$ cat src/rtl/next_pc_unit.sv
// Program-counter register with sequential, branch, jump and jump-register
// next-PC selection, link capture, misaligned-jr flag and redirect counter.
module next_pc_unit #(
    parameter int unsigned WIDTH        = 32,
    parameter int unsigned SHIFT        = 2,
    parameter int unsigned REGION_BITS  = 4,
    parameter int unsigned IMM_BITS     = 26,
    parameter int unsigned BR_BITS      = 16,
    parameter logic [WIDTH-1:0] RESET_VECTOR = '0,
    parameter int unsigned COUNT_BITS   = 16
) (
    input  logic                  clk,
    input  logic                  reset_n,
    input  logic                  pc_en,
    input  logic [1:0]            sel,
    input  logic                  branch_taken,
    input  logic [WIDTH-1:0]      ir_in,
    input  logic [WIDTH-1:0]      rs_in,
    output logic [WIDTH-1:0]      pc_out,
    output logic [WIDTH-1:0]      pc_plus_out,
    output logic [WIDTH-1:0]      link_out,
    output logic                  misaligned_err,
    output logic [COUNT_BITS-1:0] redirect_cnt
);

    if (REGION_BITS + IMM_BITS + SHIFT != WIDTH) begin : g_bad_cfg
        $error("next_pc_unit: REGION_BITS+IMM_BITS+SHIFT must equal WIDTH");
    end

    localparam logic [WIDTH-1:0] INC = WIDTH'(1) << SHIFT;

    logic [WIDTH-1:0]      pc_q, pc_d;
    logic [WIDTH-1:0]      link_q, link_d;
    logic                  err_q, err_d;
    logic [COUNT_BITS-1:0] cnt_q, cnt_d;

    logic [WIDTH-1:0] pc_plus;
    logic [WIDTH-1:0] jump_tgt;
    logic [WIDTH-1:0] br_off;
    logic [WIDTH-1:0] br_tgt;
    logic             jr_mis;
    logic             redirect;
    logic [WIDTH-1:0] tgt;

    // Upper IR bits above both immediate fields are decoded elsewhere.
    logic unused_ir;
    assign unused_ir = ^ir_in;

    assign pc_plus  = pc_q + INC;
    assign jump_tgt = {pc_plus[WIDTH-1 -: REGION_BITS],
                       ir_in[IMM_BITS-1:0], {SHIFT{1'b0}}};
    assign br_off   = WIDTH'($signed(ir_in[BR_BITS-1:0])) << SHIFT;
    assign br_tgt   = pc_plus + br_off;
    assign jr_mis   = |rs_in[SHIFT-1:0];

    always_comb begin
        redirect = 1'b0;
        tgt      = pc_plus;
        case (sel)
            2'd0: begin
                redirect = 1'b0;
                tgt      = pc_plus;
            end
            2'd1: begin
                redirect = branch_taken;
                tgt      = branch_taken ? br_tgt : pc_plus;
            end
            2'd2: begin
                redirect = 1'b1;
                tgt      = jump_tgt;
            end
            default: begin
                redirect = ~jr_mis;
                tgt      = jr_mis ? pc_q : rs_in;
            end
        endcase
    end

    always_comb begin
        pc_d   = pc_q;
        link_d = link_q;
        err_d  = err_q;
        cnt_d  = cnt_q;
        if (pc_en) begin
            pc_d = tgt;
            if (sel == 2'd3 && jr_mis) begin
                err_d = 1'b1;
            end
            if (redirect) begin
                link_d = pc_plus;
                if (cnt_q != '1) begin
                    cnt_d = cnt_q + 1'b1;
                end
            end
        end
    end

    always_ff @(posedge clk) begin
        if (!reset_n) begin
            pc_q   <= RESET_VECTOR;
            link_q <= '0;
            err_q  <= 1'b0;
            cnt_q  <= '0;
        end else begin
            pc_q   <= pc_d;
            link_q <= link_d;
            err_q  <= err_d;
            cnt_q  <= cnt_d;
        end
    end

    assign pc_out         = pc_q;
    assign pc_plus_out    = pc_plus;
    assign link_out       = link_q;
    assign misaligned_err = err_q;
    assign redirect_cnt   = cnt_q;

endmodule
$ cat config.mk
export PLATFORM = sky130hd
export DESIGN_NAME = next_pc_unit
export DESIGN_NICKNAME = d
export VERILOG_FILES = /design/src/rtl/next_pc_unit.sv
export SDC_FILE = /design/constraint.sdc
export NUM_CORES = 1
export LEC_CHECK = 0
export ABC_AREA = 1
export CAP_MARGIN = 20
export CORE_UTILIZATION = 51
export DETAILED_ROUTE_END_ITERATION = 12
export PLACE_DENSITY = 0.82
export SYNTH_ARGS = -nofsm -noshare
export SYNTH_HDL_FRONTEND = slang
export SYNTH_SLANG_ARGS = --single-unit
$ cat constraint.sdc
create_clock -name clk -period 3.3 [get_ports clk]
set_input_delay 0.66 -clock clk [delete_from_list [all_inputs] [get_ports clk]]
set_output_delay 0.66 -clock clk [all_outputs]
set_load 0.01 [all_outputs]
==> results of run 1 <==
==> worst paths after layout <==
path | endpoint | cells after the start
setup / recovery | pc_plus_out[20] | 9
hold / removal | misaligned_err$_SDFFE_PN0P_ | 2
setup reg to reg | pc_out[28]$_SDFFE_PN0P_ | 21
hold reg to reg | misaligned_err$_SDFFE_PN0P_ | 2
==> sequential cells by signal (all words and copies together) (netlist names) <==
| register | count |
|---|---|
| link_out | 32 |
| pc_out | 32 |
| redirect_cnt | 16 |
| misaligned_err | 1 |
==> critical path, stage by stage, from the launching register on <==
cell             delay [ps]
dfxtp_4                 370
nand2_1                  50
inv_1                   110
nand2_2                 100
nor2_4                  250
buf_4                   190
nand4_1                 170
nand2_1                 200
buf_4                   190
clkdlybuf4s50_1         540
==> final cells by class <==
class	count	share of cell area, %
Inverter	225	8.14
Clock buffer	13	2.60
Timing Repair Buffer	259	23.1
Multi-Input combinational cell	956	47.7
Sequential cell	81	15.8
Clock inverter	3	0.446
Tap cell	180	2.17
==> power breakdown <==
part / total [W] / switching [W] / internal, W
clock: 0.00106 / 0.000406 / 0.000651
sequential: 0.00109 / 0.0000556 / 0.00104
combinational: 0.00116 / 0.000660 / 0.000497
total: 0.00331 / 0.00112 / 0.00218
==> cells in the final DEF, fill, tap and decap left out, types with 8 or more instances in the layout <==
cell             netlist  final
a21oi_1              109    107
buf_4                  3     82
clkbuf_16              0      9
clkdlybuf4s50_1        0    176
dfxtp_1               81     67
dfxtp_2                0     13
ha_1                  33     26
inv_1                219    217
nand2_1              405    397
nand2_2                5     13
nand3_1               80     78
nand4_1               19     19
nor2_1               123    104
nor2_2                 4     20
nor2_4                 6      9
nor3_1                18     10
nor3_2                 2     10
o211ai_1              13     13
o21ai_0               85     85
o21bai_1               9      9
xor2_2                 0      8
==> per-stage QoR <==
step           util, %  setup TNS [ps]
2_1_floorplan        -               0
3_3_place_gp      70.0               0
3_5_place_dp      70.0               0
4_1_cts           72.3               0
5_1_grt           74.5           -35.4
6_report          74.5               0
==> metal layers <==
layer	GRT usage (%)	share of wire (%)	routed length [microns]
met5	0	0	0
met2	61.9	45	13000
met1	49.5	43	12200
met3	6.27	8.1	2320
met4	15.5	4.1	1190
==> logic make-up after synthesis <==
group	Yosys count
DFF	81
AOI/OAI and AO/OA	231
xor gates and xnor gates	16
adders and majority gates	34
buffers and inverters	264
and+or+nand+nor	675
==> timing repair <==
action                                  4_1_cts  5_1_grt
setup buffers                                 0        1
endpoints found under the setup margin        0       20
resized for setup                             0       76
==> run summary, run 1 <==
status: finished clean
Placer Congestion: 0.965
synth cell count leaders: 405 x nand2_1, 219 x inv_1, 123 x nor2_1, 109 x a21oi_1, 85 x o21ai_0
Worst R2R Start: pc_out[8]$_SDFFE_PN0P_
antenna violations before repair: 0
top post-synthesis cells by area: dfxtp_1 22%, nand2_1 21%, inv_1 11%
CTS Sinks: 81
pre-CTS WS: 51.7 ps
adder-cell share of the synthesized area: 5.92%
sequential cell area: 1640 sq um
post-synthesis cell area: 7320 sq um
post-synth net total: 1405
Synth cell types: 42
clock buffer depth: 2
Die Ht: 122 microns
Final setup viols: 0
area leader, netlist: dfxtp_1
Final min period: 3180 ps
PD cells: 319 nW/um^2
Final ANT Viol Nets: 0
Vias/cell: 5.51
TritonCTS buffer count: 9
Slew Limit Fails: 0
Synth Flop Type: dfxtp_1
Worst Setup End Kind: output port
design area: 10400 sq um
R2R Setup Slk: 180 ps
core region area: 13900 sq um
H-Tree Level Count: 3
final worst clock skew: 7.97 ps
Fin Hold WS: 483 ps
DRC: 0
vias: 9456
post-DP HPWL: 22700 microns
Fmax achieved: 314 MHz
Area Overhead vs Synth: 41.8%
Cell Area, Placed: 9760 sq um
Rows: 43
die area: 14800 sq um
Final Power: 0.00331 W
First-pass DRT Iterations: 7
largest family of logic cells by synthesized area: simple AND/OR/NAND/NOR gates
Port Buffers: 176
hold crit path type: register to register
crit path kind: register to output port
Static Leak: 4.94 nW
CTS tree: done
hold_sp: misaligned_err$_SDFFE_PN0P_
crit path DAT: 2520 ps
Synth Register Bits: 81
part of the cycle the worst path needs: 96.4%
synthesized-area fraction occupied by xor and xnor cells: 1.91%
multiplexer share of the synthesized area: 0%
Post-synth ARST share: 0%
Crit. Startpoint: pc_out[8]$_SDFFE_PN0P_
maximum VDD drop: 0.312 mV
first-pass GRT wire length: 43100 microns
num ports: 183
Mapped Cells: 1301
Hold-fix buffers, CTS: 0
headroom to the max-slew limit: 52.4%
fin cells: 1717
clk_lat worst skew: 340 ps
wire length per cell: 16.7 microns
number of DRC markers in iteration 0: 1117
Post-Place Cells: 1700
setup ws final: 120 ps
share of the synthesized area in the top cell type: 22.2%
largest net degree at the start of global routing: 60
drt total wl: 28700 microns
Final nets: 1636
clock root cell: clkbuf_16
final hold vios: 0
Simple-Gate Fraction of Synth Area: 38.9%
post-synthesis compound-gate area fraction: 17.1%
chip width: 122 microns
worst-path maximum fanout: 6
multi-input logic area: 4950 sq um
Worst EP required: 2640 ps
Worst-Margin Slew: 713 ps
CP Launch Type: register
Layout fillers: 1191
post-synthesis sequential area ratio: 22.2%
clock-pin slew on the worst setup and hold paths: 60 ps
Max-Cap Viols: 0
Ys Warns: 0
GRT Total Usage: 38.0%
diodes inserted: 0
share of layout cells above drive strength 1: 13.0%
vias in the first global route: 8418
grt total ovfl: 0
Initial Util: 52.5%
average cell area after synthesis: 5.63 sq um
Post-synth EDFFs: 0
most numerous cell in the Yosys netlist: nand2_1
Power figures use the tool's default switching activity.
==> inputs of run 2 (changes only) <==
Settings changed: CTS_CLUSTER_SIZE set to 30, HOLD_SLACK_MARGIN set to 0.02.
==> results of run 2 <==
The final DEF is identical to that of run 1; final timing and power are the same.
==> inputs of run 3 (changes only) <==
Settings changed: CAP_MARGIN 20 to not set, GPL_ROUTABILITY_DRIVEN set to 0.
==> run summary, run 3 (synthesized netlist as in run 1, its figures left out) <==
num ports: 183
grt total ovfl: 0
setup ws final: 156 ps
TritonCTS buffer count: 9
Slew Limit Fails: 0
PD cells: 322 nW/um^2
largest net degree at the start of global routing: 60
share of layout cells above drive strength 1: 9.99%
CTS tree: done
clock buffer depth: 2
chip width: 122 microns
clk_lat worst skew: 340 ps
vias: 9366
CTS Sinks: 81
final worst clock skew: 7.32 ps
crit path DAT: 2480 ps
First-pass DRT Iterations: 6
most frequent cells in the layout: 403 x nand2_1, 218 x inv_1, 175 x clkdlybuf4s50_1
slowest CP cell: clkdlybuf4s50_1
antenna violations before repair: 0
Static Leak: 4.76 nW
vias in the first global route: 8177
Fmax achieved: 318 MHz
core region area: 13900 sq um
Final ANT Viol Nets: 0
Initial Util: 52.5%
CP peak stage delay: 540 ps
CP Launch Type: register
design area: 10100 sq um
DRC: 0
wire length per cell: 16.2 microns
die area: 14800 sq um
Worst-Margin Slew: 676 ps
status: finished clean
part of the cycle the worst path needs: 95.3%
clock root cell: clkbuf_16
Final Power: 0.00326 W
Max-Cap Viols: 0
Rows: 43
headroom to the max-slew limit: 54.9%
drt total wl: 27300 microns
RSZ-0062 raised after global routing: yes
Die Ht: 122 microns
worst-path maximum fanout: 6
Area Overhead vs Synth: 38.1%
Vias/cell: 5.57
post-DP HPWL: 21100 microns
Worst EP required: 2640 ps
crit path kind: register to output port
most common cell after layout, fill and taps aside: nand2_1
Crit path max-delay family: buffers and inverters
most used cell, CP: nand2_1
first-pass GRT wire length: 40800 microns
Cell Chain, Critical Path: nand2_1 -> inv_1 -> nand2_1 -> nor2_4 -> buf_6 -> nand4_1 -> nand2_1 -> buf_4 -> clkdlybuf4s50_1
Cell Area, Placed: 9490 sq um
H-Tree Level Count: 3
GRT Total Usage: 35.7%
Final nets: 1601
clock-pin slew on the worst setup and hold paths: 60 ps
maximum VDD drop: 0.408 mV
final hold vios: 0
diodes inserted: 0
number of DRC markers in iteration 0: 1019
hold crit path type: register to register
pre-CTS WS: 42.4 ps
Bufs and invs on worst path: 4
Final setup viols: 0
Final min period: 3140 ps
Worst Setup End Kind: output port
Port Buffers: 176
Fin Hold WS: 482 ps
==> run 3: changes by cell type in the layout (fill, tap and decap cells not counted), sizes merged <==
cell and change:
dlymetal6s2s +1, buf -35, clkdlybuf4s50 -1, clkbuf -2
clkinv +1, clkinvlp +1
==> run 3: layer usage <==
| metal | wire length [microns] | part of all wire (%) | vias up | track usage [%] |
|---|---|---|---|---|
| met1 | 11300 | 41 | 4197 | 46.7 |
| met3 | 2680 | 9.8 | 101 | 6.37 |
| met5 | 0 | 0 | - | 0 |
| met4 | 1360 | 5.0 | 0 | 16.7 |
| li1 | - | - | 4512 | - |
| met2 | 12000 | 44 | 556 | 56.6 |
==> run 3: metrics by stage <==
stage	setup TNS, ps	std cells	utilization [%]
2_1_floorplan	0	1301	-
3_3_place_gp	0	1664	68.1
3_5_place_dp	0	1664	68.1
4_1_cts	0	1680	70.4
5_1_grt	-122	1682	72.6
6_report	0	1682	72.6
==> run 3: repair_timing <==
| action | CTS | global route |
|---|---|---|
| buffers inserted | 0 | 2 |
| gates resized for setup | 0 | 64 |
| setup endpoints to repair | 0 | 23 |
| hold buffers | 0 | 0 |
==> run 3: report_power, final <==
part	leakage (nW)	internal, W	switching [W]
clock network	0.148	0.000631	0.000410
logic	3.94	0.000478	0.000649
registers	0.668	0.00104	0.0000564
total	4.76	0.00214	0.00112
==> run 3: tightest hold or removal path: cells and delay by family (launching register included) <==
| family | cells | cell delay (ps) |
|---|---|---|
| buffers and inverters | 1 | 60 |
| AO/OA/AOI/OAI | 1 | 50 |
| flip-flops | 1 | 330 |
==> run 3: worst paths after layout <==
check	endpoint	cells after the start	from	slack [ps]
hold / removal	redirect_cnt[7]$_SDFFE_PN0P_	2	redirect_cnt[7]$_SDFFE_PN0P_	480
setup / recovery	pc_plus_out[20]	9	pc_out[6]$_SDFFE_PN0P_	160
hold reg to reg	redirect_cnt[7]$_SDFFE_PN0P_	2	redirect_cnt[7]$_SDFFE_PN0P_	480
setup reg to reg	pc_out[31]$_SDFFE_PN0P_	19	pc_out[2]$_SDFFE_PN0P_	190
==> run 3: cell type report <==
cell class,count,area (sq um)
clock buffer,11,253
clock inverter,5,62.6
fill,1193,3820
inverter,225,845
multi-input combinational,956,4940
sequential,81,1640
tap,180,225
timing repair buffer,224,2140
